$ cat src/rtl/mem_pkg.sv
// Shared definitions for the byte-serial SRAM memory bridge and related load paths.
package mem_pkg;

   // Bit positions inside the 4-bit mem_size field {LB, LBU, LH, LHU}.
   localparam int MEM_SZ_LB  = 3;
   localparam int MEM_SZ_LBU = 2;
   localparam int MEM_SZ_LH  = 1;
   localparam int MEM_SZ_LHU = 0;
   localparam logic [3:0] MEM_SZ_WORD = 4'b0000;

   typedef enum logic [2:0] {
      S_IDLE,
      S_READ,
      S_SETUP,
      S_STROBE,
      S_DONE,
      S_HOLD
   } mem_bridge_state_t;

   // Number of bytes moved for a given size code; byte sizes outrank halfword sizes.
   function automatic logic [2:0] size_to_bytes(input logic [3:0] size);
      if (size[MEM_SZ_LB] | size[MEM_SZ_LBU]) begin
         return 3'd1;
      end else if (size[MEM_SZ_LH] | size[MEM_SZ_LHU]) begin
         return 3'd2;
      end else begin
         return 3'd4;
      end
   endfunction

endpackage

$ cat src/rtl/mem_extend.sv
// Sign/zero extension of little-endian load data according to the size code.
module mem_extend
   import mem_pkg::*;
(
   input  logic [31:0] raw,
   input  logic [3:0]  mem_size,
   output logic [31:0] mem_out
);

   // Highest set size bit selects the extension; no bits set passes the word through.
   always_comb begin
      mem_out = raw;
      if (mem_size[MEM_SZ_LB]) begin
         mem_out = {{24{raw[7]}}, raw[7:0]};
      end else if (mem_size[MEM_SZ_LBU]) begin
         mem_out = {24'h000000, raw[7:0]};
      end else if (mem_size[MEM_SZ_LH]) begin
         mem_out = {{16{raw[15]}}, raw[15:0]};
      end else if (mem_size[MEM_SZ_LHU]) begin
         mem_out = {16'h0000, raw[15:0]};
      end
   end

endmodule

$ cat src/rtl/mem_bridge.sv
// Turns a 32-bit load/store request into a byte-serial access sequence on an 8-bit async SRAM.
//
// Handshake: a request is accepted only in IDLE, on a clock edge where mem_addr_ready is high
// together with mem_read or mem_write; inputs are sampled on that edge. Completion is a
// one-cycle mem_data_ready pulse (with mem_bus/mem_out valid for reads). The bridge then waits
// in HOLD until mem_addr_ready is seen low, so a strobe left high is never accepted twice.
module mem_bridge
   import mem_pkg::*;
#(
   parameter int ADDR_W      = 19,
   parameter int WAIT_STATES = 0
) (
   input  logic              clk,
   input  logic              reset,
   input  logic [31:0]       addr,
   input  logic [31:0]       wdata,
   input  logic              mem_read,
   input  logic              mem_write,
   input  logic [3:0]        mem_size,
   input  logic              mem_addr_ready,
   output logic              mem_data_ready,
   output logic [31:0]       mem_out,
   output logic              mem_bus,
   output logic [ADDR_W-1:0] sram_addr,
   output logic [7:0]        sram_dq_out,
   output logic              sram_dq_oe,
   input  logic [7:0]        sram_dq_in,
   output logic              sram_ce_n,
   output logic              sram_oe_n,
   output logic              sram_we_n,
   output mem_bridge_state_t dbg_state
);

   localparam logic [2:0] WS = 3'(WAIT_STATES);

   mem_bridge_state_t state, state_nx;
   logic [1:0]        k, k_nx;
   logic [2:0]        wcnt, wcnt_nx;
   logic [ADDR_W-1:0] base, base_nx;
   logic [31:0]       wdata_r, wdata_nx;
   logic [3:0]        size_r;
   logic              is_write;
   logic [31:0]       raw;
   logic [31:0]       ext;
   logic              accept;
   logic              slot_last;
   logic [1:0]        last_k;
   logic              active_nx;
   logic              unused_addr_hi;

   assign unused_addr_hi = ^addr[31:ADDR_W];

   assign accept    = (state == S_IDLE) && mem_addr_ready && (mem_read || mem_write);
   assign slot_last = (wcnt == WS);
   assign last_k    = 2'(size_to_bytes(size_r) - 3'd1);
   assign base_nx   = accept ? addr[ADDR_W-1:0] : base;
   assign wdata_nx  = accept ? wdata : wdata_r;
   assign active_nx = (state_nx == S_READ) || (state_nx == S_SETUP) || (state_nx == S_STROBE);

   // Next-state logic: byte index k and per-slot wait counter advance with the FSM.
   always_comb begin
      state_nx = state;
      k_nx     = k;
      wcnt_nx  = wcnt;
      case (state)
         S_IDLE: begin
            if (accept) begin
               state_nx = mem_write ? S_SETUP : S_READ;
               k_nx     = 2'd0;
               wcnt_nx  = 3'd0;
            end
         end
         S_READ: begin
            if (slot_last) begin
               wcnt_nx = 3'd0;
               if (k == last_k) begin
                  state_nx = S_DONE;
               end else begin
                  k_nx = k + 2'd1;
               end
            end else begin
               wcnt_nx = wcnt + 3'd1;
            end
         end
         S_SETUP: begin
            state_nx = S_STROBE;
            wcnt_nx  = 3'd0;
         end
         S_STROBE: begin
            if (slot_last) begin
               wcnt_nx = 3'd0;
               if (k == last_k) begin
                  state_nx = S_DONE;
               end else begin
                  state_nx = S_SETUP;
                  k_nx     = k + 2'd1;
               end
            end else begin
               wcnt_nx = wcnt + 3'd1;
            end
         end
         S_DONE: state_nx = S_HOLD;
         S_HOLD: begin
            if (!mem_addr_ready) begin
               state_nx = S_IDLE;
            end
         end
         default: state_nx = S_IDLE;
      endcase
   end

   // State, request latches and read-lane capture; lanes clear at accept so unread lanes are 0.
   always_ff @(posedge clk or negedge reset) begin
      if (!reset) begin
         state    <= S_IDLE;
         k        <= 2'd0;
         wcnt     <= 3'd0;
         base     <= '0;
         wdata_r  <= 32'h0;
         size_r   <= MEM_SZ_WORD;
         is_write <= 1'b0;
         raw      <= 32'h0;
      end else begin
         state <= state_nx;
         k     <= k_nx;
         wcnt  <= wcnt_nx;
         if (accept) begin
            base     <= addr[ADDR_W-1:0];
            wdata_r  <= wdata;
            size_r   <= mem_size;
            is_write <= mem_write;
            raw      <= 32'h0;
         end else if ((state == S_READ) && slot_last) begin
            raw[8*k +: 8] <= sram_dq_in;
         end
      end
   end

   // SRAM pins are registered from next-state values so strobes line up with states, glitch-free.
   always_ff @(posedge clk or negedge reset) begin
      if (!reset) begin
         sram_addr   <= '0;
         sram_dq_out <= 8'h00;
         sram_dq_oe  <= 1'b0;
         sram_ce_n   <= 1'b1;
         sram_oe_n   <= 1'b1;
         sram_we_n   <= 1'b1;
      end else begin
         sram_ce_n  <= !active_nx;
         sram_oe_n  <= !(state_nx == S_READ);
         sram_we_n  <= !(state_nx == S_STROBE);
         sram_dq_oe <= (state_nx == S_SETUP) || (state_nx == S_STROBE);
         if (active_nx) begin
            sram_addr   <= base_nx + ADDR_W'(k_nx);
            sram_dq_out <= wdata_nx[8*k_nx +: 8];
         end
      end
   end

   mem_extend u_extend (
      .raw      (raw),
      .mem_size (size_r),
      .mem_out  (ext)
   );

   assign mem_data_ready = (state == S_DONE);
   assign mem_bus        = mem_data_ready && !is_write;
   assign mem_out        = mem_bus ? ext : 32'h0;
   assign dbg_state      = state;

endmodule

$ cat config.mk
export PLATFORM = sky130hd
export DESIGN_NAME = mem_bridge
export DESIGN_NICKNAME = d
export VERILOG_FILES = /design/src/rtl/mem_pkg.sv /design/src/rtl/mem_extend.sv /design/src/rtl/mem_bridge.sv
export SDC_FILE = /design/constraint.sdc
export NUM_CORES = 1
export LEC_CHECK = 0
export ABC_AREA = 1
export CAP_MARGIN = 20
export CORE_ASPECT_RATIO = 0.75
export CORE_MARGIN = 5
export CORE_UTILIZATION = 35
export DETAILED_ROUTE_END_ITERATION = 6
export GPL_ROUTABILITY_DRIVEN = 0
export PLACE_DENSITY_LB_ADDON = 0.2
export SYNTH_ARGS = -nofsm -noshare
export SYNTH_HDL_FRONTEND = slang
export SYNTH_SLANG_ARGS = --single-unit
$ cat constraint.sdc
create_clock -name clk -period 8.8 [get_ports clk]
set_input_delay 1.32 -clock clk [delete_from_list [all_inputs] [get_ports clk]]
set_output_delay 1.32 -clock clk [all_outputs]
set_load 0.05 [all_outputs]
==> summary.txt, run 1 <==
n_diodes: 0
RSZ-0062 raised after global routing: no
post-route setup slack: 3.92 ns
Critical-path top delay cell: buf_4
TritonCTS Sinks: 127
Die X: 167 µm
CTS max path bufs: 2
worst-skew pair later-pin latency: 0.41 ns
Max-slew headroom: 43.8%
Slew @ Worst Pin: 0.842 ns
simple logic cell fraction of the synthesized area: 30.4%
Post-Route WL: 18.1 mm
Flop pwr share: 28.6%
initial DRC count: 458
Setup TNS: 0 ns
Synth Instances: 846
crit share post-route: 55.5%
clock period minus worst slack: 4.88 ns
Post-Syn Nets: 936
Psw: 1470 µW
vias in the first global route: 5666
grt total ovfl: 0
FP Rows: 43
maximum VDD drop: 197 µV
Leak: 0.00424 µW
Final Slew Violations: 0
Filler cells: 1850
number of flops mapped to enable cells by yosys: 0
post-cts hold buffer count: 0
maxcap violations: 0
mux contribution to synthesized area: 0%
drt via density: 4.65
Critical Path AT: 5.18 ns
GR Util All Layers: 17.4%
final setup vio count: 0
Crit Path Category: primary input to flop
Seq/Total Area, Yosys: 49.3%
Crit Path Max Fanout: 66
Power Dens Cells: 372 nW/µm²
Clock Skew: 0.00763 ns
number of top-level pins: 149
Critical Path Max Stage Delay: 0.58 ns
mapped cell area: 6460 µm²
Nets: 1064
outcome: finished clean
Initial Utilization: 35.3%
Unique masters post-synth: 40
dpl hpwl: 12.7 mm
largest delay contributor family on the critical path: simple AND/OR/NAND/NOR gates
Area growth syn-to-layout: 32.5%
wire per inst: 14.6 µm
Clock Power Share: 21.7%
post_cts resized: 0
WP buf/inv: 4
CP Capture Type: flop
initial antenna violation count: 0
TritonRoute pass-1 iters: 6
#FFs+latches synth: 127
Avg Synthesized Cell Area: 7.63 µm²
final hold viol count: 0
core area: 18300 µm²
first-pass GRT wire length: 29.7 mm
Residual DRC: 0
Post-Synth Adder-Cell Area: 1.86%
Main synth FF type: dfrtp_1
Worst-path clk slew: 0.06 ns
CTS buffer count: 17
post-route cell area: 8560 µm²
warnings from Yosys: 0
Peak Freq: 205 MHz
footprint of the multi-input gates: 2780 µm²
Reg area: 3180 µm²
DIE AREA: 21300 µm²
largest net degree at the start of global routing: 67
Die Y: 128 µm
ANT nets after route: 0
Synth Area in XOR/XNOR: 0.950%
post-synthesis compound-gate area fraction: 9.65%
combinational share of power: 49.7%
dpl cell area: 7970 µm²
Place WS: 3.45 ns
Worst Hold Class: flop to flop
ratio of cells with drive above 1 in the final layout: 6.18%
Startpoint Class: primary input
Vias: 5737
CP required: 9.10 ns
cell-internal power: 1720 µW
CTS tree: done
H-tree Lvls: 4
Pwr Total: 3190 µW
Post-CTS Setup Bufs: 0
combinational family with the most area after synthesis: simple AND/OR/NAND/NOR gates
net switching fraction of the power: 46.1%
cells along the critical path: clkdlybuf4s50_1 > inv_1 > nand2_1 > nand4_1 > buf_4 > a21oi_1 > nand2_1 > nand2_2 > nand2_2 > ha_1 > inv_1 > fa_1 > nor2_2 > nand3_1 > nor2_2 > nand3_1 > nand3_1 > nand2_1
Buffers on Ports: 135
Clock Tree Root: clkbuf_16
ys async rst share: 100%
power groups by stage:
stage               clock network, µW  logic [µW]  registers, µW
finish                            692        1580            910
global route                      734        1780            933
CTS                               705        1600            910
detailed placement                  0        1590            918
global placement                    0        1580            917
floorplan                           0         971           1110
Yosys cell counts (2+ instances only):
| cell | count | area, µm² |
|---|---|---|
| nand2_1 | 366 | 1370 |
| dfrtp_1 | 124 | 3100 |
| inv_1 | 84 | 315 |
| nand3_1 | 49 | 245 |
| o21ai_0 | 46 | 230 |
| nor2_1 | 35 | 131 |
| a21oi_1 | 21 | 105 |
| buf_2 | 15 | 75.1 |
| o22ai_1 | 9 | 56.3 |
| ha_1 | 8 | 100 |
| nor2_2 | 8 | 50.1 |
| buf_4 | 6 | 45.0 |
| clkbuf_1 | 6 | 22.5 |
| nand4_1 | 6 | 37.5 |
| o31ai_1 | 6 | 45.0 |
| nand2_2 | 5 | 31.3 |
| xor2_1 | 5 | 43.8 |
| a32o_1 | 4 | 40.0 |
| o32ai_1 | 4 | 35.0 |
| a21oi_2 | 3 | 26.3 |
| buf_6 | 3 | 33.8 |
| dfstp_2 | 3 | 78.8 |
| nand3b_1 | 3 | 22.5 |
| nor3_1 | 3 | 15.0 |
| o21a_1 | 3 | 22.5 |
| o21ai_1 | 3 | 15.0 |
| o21bai_1 | 3 | 22.5 |
| clkinv_1 | 2 | 7.51 |
| xnor2_1 | 2 | 17.5 |
worst paths after layout:
path | slack, ns | cells after the start | end | startpoint
worst max-delay path | 3.92 | 18 | sram_addr[14] | mem_write
worst min-delay path | 0.48 | 2 | wdata_r[27] | wdata_r[27]
max in group asynchronous | 6.47 | 2 | sram_dq_oe | reset
min in group asynchronous | 1.01 | 1 | wdata_r[29] | reset
worst max register to register | 4.75 | 16 | sram_addr[14] | dbg_state[0]
worst min register to register | 0.48 | 2 | wdata_r[27] | wdata_r[27]
sequential cells by signal, indices dropped and copies added (netlist names):
signal,cells
sram_we_n,1
wdata_r,32
sram_ce_n,1
sram_dq_oe,1
k,2
wcnt,3
sram_addr,19
sram_dq_out,8
base,19
is_write,1
dbg_state,3
sram_oe_n,1
raw,32
size_r,4
metal layers:
layer / vias to the layer above / track usage [%] / wire length (µm)
li1: 2936 / - / -
met1: 2662 / 26.5 / 9570
met2: 133 / 25.1 / 7510
met3: 6 / 4.42 / 884
met4: 0 / 3.17 / 102
met5: - / 0 / 0
area by class of cell:
cell class	instances	area share [%]
clock buffer	22	5.54
tap	247	3.61
inverter	87	3.83
clock inverter	10	1.30
multi-input combinational	602	32.4
sequential	127	37.2
timing repair buffer	139	16.1
worst reg2reg max path: stages (launching register included):
cell and delay [ns]:
dfrtp_1 0.45, inv_1 0.13, nand4_1 0.11, buf_4 0.58
a21oi_1 0.23, nand2_1 0.13, nand2_2 0.24, nand2_2 0.41
ha_1 0.26, inv_1 0.06, fa_1 0.42, nor2_2 0.17
nand3_1 0.21, nor2_2 0.25, nand3_1 0.11, nand3_1 0.11
nand2_1 0.07
cells by family after synthesis:
group	count (synthesis)
XOR/XNOR	7
AO/OA/AOI/OAI	105
AND/OR/NAND/NOR	481
flip-flops	127
buffers and inverters	117
adder cells (fa/ha/maj)	9
metrics by stage:
step	std cells	hold WS, ns	utilization [%]
3_5_place_dp	1201	0.465	43.5
4_1_cts	1233	0.480	46.7
6_report	1234	0.478	46.8
2_1_floorplan	846	0.445	-
5_1_grt	1234	0.489	46.8
3_3_place_gp	1201	0.459	43.5
layout by cell type (no fill, tap or decap), drive strengths merged, types with 4 or more instances in the layout:
| master | Yosys | routed |
|---|---|---|
| a32o | 4 | 4 |
| o22ai | 9 | 9 |
| ha | 8 | 8 |
| o32ai | 4 | 4 |
| clkdlybuf4s50 | 0 | 134 |
| nor2 | 44 | 44 |
| clkbuf | 6 | 22 |
| clkinv | 3 | 8 |
| o31ai | 6 | 6 |
| o21ai | 50 | 50 |
| nand3 | 50 | 50 |
| buf | 24 | 5 |
| xor2 | 5 | 5 |
| nand4 | 7 | 7 |
| a21oi | 24 | 24 |
| inv | 84 | 84 |
| nand2 | 371 | 371 |
| dfrtp | 124 | 124 |
Power figures use the tool's default switching activity.
==> inputs of run 2 (changes only) <==
- clock period: 8.8 -> 4.8 ns (I/O delays scaled with it)
==> run 2 against run 1 <==
Die area unchanged. Non-clock buffer count increased by 3. First-iteration DRC count decreased by 26%. Cell count increased by 0.24%. Largest power group unchanged. Register-to-register slack got worse by 3.6 ns. Cell area increased by 0.47%. Total power increased by 86%. Critical path type is now flop to output port. Critical endpoint is now mem_out[15]. Clock-buffer cell count unchanged. Sequential cell count unchanged.
==> summary.txt, run 2 (synthesis results as in run 1) <==
Non-Filler Instances: 1237
Final Slew Violations: 0
combinational share of power: 49.5%
Placed Instances: 1205
drt via density: 4.74
first-pass GRT wire length: 30.2 mm
n_diodes: 0
initial DRC count: 337
grt total ovfl: 0
Residual DRC: 0
Startpoint Class: flop
GR Util All Layers: 17.8%
Initial Utilization: 35.3%
CTS buffer count: 17
ANT nets after route: 0
post_cts resized: 0
ratio of cells with drive above 1 in the final layout: 6.36%
crit share post-route: 84.4%
DIE AREA: 21300 µm²
Worst-path clk slew: 0.06 ns
commonest non-fill, non-tap cells in the layout: 366 x nand2_1, 134 x clkdlybuf4s50_1, 124 x dfrtp_1, 84 x inv_1, 49 x nand3_1
Max-slew headroom: 38.9%
Crit Path Category: flop to output port
core area: 18300 µm²
wire per inst: 14.8 µm
Nets: 1067
RSZ-0062 raised after global routing: no
number of top-level pins: 149
Peak Freq: 247 MHz
CP Capture Type: output port
hold_ws: 0.420 ns
H-tree Lvls: 4
maxcap violations: 0
Clock Skew: 0.00775 ns
TritonCTS Sinks: 127
Flop pwr share: 28.3%
dpl hpwl: 12.9 mm
final core occ: 47.0%
Die Y: 128 µm
Clock Power Share: 22.3%
Worst Hold Class: primary input to asynchronous set/reset pin
FP Rows: 43
Leak: 0.00426 µW
Filler cells: 1869
Setup crit start: dbg_state[2]
Critical Path AT: 3.33 ns
final setup vio count: 0
Post-CTS Setup Bufs: 0
Vias: 5864
TritonRoute pass-1 iters: 4
initial antenna violation count: 0
Area growth syn-to-layout: 33.1%
Clock Tree Root: clkbuf_16
worst r2r src: dbg_state[2]
CTS max path bufs: 2
Power Dens Cells: 689 nW/µm²
Crit Path Max Fanout: 17
cell-internal power: 3200 µW
outcome: finished clean
largest net degree at the start of global routing: 72
Post-Route WL: 18.3 mm
post-cts hold buffer count: 0
CP required: 4.08 ns
net switching fraction of the power: 46.0%
Slew @ Worst Pin: 0.916 ns
maximum VDD drop: 426 µV
Regs by FF count: raw: 32 flops, wdata_r: 32 flops
final hold viol count: 0
CTS tree: done
Buffers on Ports: 135
commonest non-fill, non-tap cell in the layout: nand2_1
Psw: 2730 µW
Setup TNS: 0 ns
worst-skew pair later-pin latency: 0.42 ns
vias in the first global route: 5685
Die X: 167 µm
clock period minus worst slack: 4.05 ns
[run 2: cell types whose count changed in the layout (fill, tap and decap cells not counted), sizes merged]
cell    previous run  this run
buf                5         8
clkinv             8         7
bufinv             2         3
[run 2: area by class of cell]
class                   instances  area (µm²)  share of cell area (%)
inverters                      87         328                    3.81
multi-input cells             602        2780                    32.3
clock buffers                  22         464                    5.40
clock inverters                10         136                    1.59
well taps                     247         309                    3.60
flip-flops and latches        127        3180                    37.0
repair buffers                142        1400                    16.3
[run 2: final timing paths]
check / cells past startpoint / slack, ns / endpoint
setup reg to reg: 16 / 1.19 / sram_addr[14]
min in group clk: 2 / 0.48 / wdata_r[6]
setup / recovery: 6 / 0.75 / mem_out[15]
max in group asynchronous: 2 / 3.34 / sram_oe_n
hold / removal: 1 / 0.42 / wdata_r[12]
hold reg to reg: 2 / 0.48 / wdata_r[6]
[run 2: metal layers]
layer  part of all wire, %  wire length [µm]  global-route usage (%)  vias to the layer above
li1                      -                 -                       -                     2949
met3                   5.5              1010                    4.98                       15
met4                  0.91               167                    4.91                        0
met2                    41              7510                    24.9                      158
met5                     0                 0                       0                        -
met1                    53              9610                    26.8                     2742
[run 2: metrics by stage]
step	worst slack [ns]	power [µW]	instance area [µm²]
after detailed placement	0.781	4620	8000
after CTS	0.743	5980	8600
final	0.750	5930	8600
after global placement	0.808	4600	8000
after global routing	0.501	6390	8600
after floorplan	-0.101	3820	6460
[run 2: power groups by stage]
| stage | combinational (µW) | sequential, µW | clock [µW] |
|---|---|---|---|
| after CTS | 2960 | 1670 | 1340 |
| final | 2930 | 1670 | 1320 |
| after detailed placement | 2940 | 1690 | 0 |
| after global placement | 2920 | 1680 | 0 |
| after global routing | 3270 | 1720 | 1400 |
| after floorplan | 1780 | 2040 | 0 |
[run 2: worst max-delay path, stage by stage (launching register included)]
cell             delay, ns
dfrtp_1               0.47
inv_1                 0.08
nor3_1                0.28
nand2_1               0.37
a21oi_2               0.66
o21a_1                0.23
clkdlybuf4s50_1       0.80
==> inputs of run 3 (changes only) <==
- clock period: 4.8 -> 4.2 ns (I/O delays scaled with it)
==> run 3 against run 2 <==
Sequential cell count did not move. Via count fell by 0.51%. Sequential share of layout area rose by 0.18 points. Cell area down 0.48%. Highest routed layer unchanged. Utilization decreased by 0.23 points. Combinational power up 16%. First-iteration DRC count is 47% higher. Clock-buffer cell count rose by 2. Clock skew is 0.00056 ns higher. Wire length grew 0.38%. Critical path type unchanged. Total power up 12%.
==> summary.txt, run 3 (synthesis results as in run 1) <==
Crit Path Max Fanout: 17
grt total ovfl: 0
final setup vio count: 0
maxcap violations: 0
crit share post-route: 93.2%
hold_ws: 0.343 ns
Non-Filler Instances: 1239
commonest non-fill, non-tap cell in the layout: nand2_1
Placed Instances: 1207
RSZ-0062 raised after global routing: no
footprint of the multi-input gates: 2780 µm²
Residual DRC: 0
Filler cells: 1817
CP required: 3.57 ns
Area growth syn-to-layout: 32.5%
Power Dens Cells: 777 nW/µm²
Buffers on Ports: 135
Clock Tree Root: clkbuf_16
Vias: 5834
worst-skew pair later-pin latency: 0.42 ns
Slew @ Worst Pin: 0.948 ns
outcome: finished clean
n_diodes: 0
global routing usage on met1: 26.3%
Peak Freq: 256 MHz
CTS max path bufs: 2
TritonCTS Sinks: 127
post_cts resized: 0
core area: 18300 µm²
number of top-level pins: 149
maximum VDD drop: 425 µV
CP Capture Type: output port
Clock Skew: 0.00831 ns
FP Rows: 43
ratio of cells with drive above 1 in the final layout: 6.35%
ANT nets after route: 0
GRT met3 Usage: 5.23%
Worst Hold Class: primary input to asynchronous set/reset pin
GR Util All Layers: 17.6%
H-tree Lvls: 4
Critical Path AT: 3.28 ns
initial antenna violation count: 0
Worst-path clk slew: 0.06 ns
Setup TNS: 0 ns
DIE AREA: 21300 µm²
Leak: 0.00425 µW
TritonRoute pass-1 iters: 5
Regs by FF count: raw: 32 flops, wdata_r: 32 flops
Initial Utilization: 35.3%
Max-slew headroom: 36.8%
Final Slew Violations: 0
Startpoint Class: flop
final hold viol count: 0
Post-CTS Setup Bufs: 0
wire per inst: 14.8 µm
busiest grt layer: met1
post-cts hold buffer count: 0
Die X: 167 µm
Die Y: 128 µm
CTS tree: done
first-pass GRT wire length: 30.1 mm
met2 usage: 25.4%
vias in the first global route: 5755
Post-Route WL: 18.4 mm
clock period minus worst slack: 3.91 ns
drt via density: 4.71
post-route setup slack: 0.287 ns
largest net degree at the start of global routing: 73
commonest non-fill, non-tap cells in the layout: 366 x nand2_1, 134 x clkdlybuf4s50_1, 124 x dfrtp_1, 84 x inv_1, 49 x nand3_1
Pwr Total: 6650 µW
initial DRC count: 496
Place WS: 0.652 ns
Reg area: 3180 µm²
CTS buffer count: 17
Nets: 1069
Crit Path Category: flop to output port
dpl hpwl: 13.1 mm
[run 3: cell types whose count changed in the layout (fill, tap and decap cells not counted)]
cell	delta
buf_12	+1
buf_2	+1
bufinv_16	-2
clkbuf_1	+3
clkbuf_8	-1
clkinv_2	+3
clkinv_4	-1
clkinvlp_4	-2
nor3_1	-1
nor3_2	+1
o21ai_0	-4
o21ai_1	+4
[run 3: layout make-up]
type,instances,share of cell area [%]
flip-flops and latches,127,37.2
well taps,247,3.61
repair buffers,144,16.7
clock inverters,8,0.790
multi-input cells,602,32.5
inverters,87,3.83
clock buffers,24,5.40
[run 3: power by group]
part	internal (µW)	leakage (µW)	switching, µW
clock	822	0.000262	525
combinational	1040	0.00235	2350
sequential	1680	0.00163	230
total	3550	0.00425	3100
[run 3: metal layers]
layer / part of all wire [%] / vias to the layer above
met1: 52 / 2712
met5: 0 / -
met4: 0.48 / 0
li1: - / 2941
met3: 6.3 / 10
met2: 42 / 171
[run 3: final timing paths]
kind	start	endpoint	slack, ns	depth (start not counted)
min in group clk	wdata_r[8]	wdata_r[8]	0.47	2
worst min register to register	wdata_r[8]	wdata_r[8]	0.47	2
max in group asynchronous	reset	sram_we_n	2.99	2
worst min-delay path	reset	wdata_r[29]	0.34	1
worst max-delay path	dbg_state[2]	mem_out[15]	0.29	6
worst max register to register	size_r[0]	sram_addr[14]	0.99	16
[run 3: through the flow]
| step | util [%] | instance area (µm²) |
|---|---|---|
| floorplan | - | 6460 |
| global placement | 43.8 | 8020 |
| detailed placement | 43.9 | 8030 |
| CTS | 46.8 | 8550 |
| global route | 46.8 | 8550 |
| finish | 46.8 | 8550 |
[run 3: worst max-delay path: stages, from the launching register on]
cell             delay (ns)
dfrtp_1                0.48
inv_1                  0.10
nor3_2                 0.22
nand2_1                0.37
a21oi_2                0.66
o21a_1                 0.24
clkdlybuf4s50_1        0.80
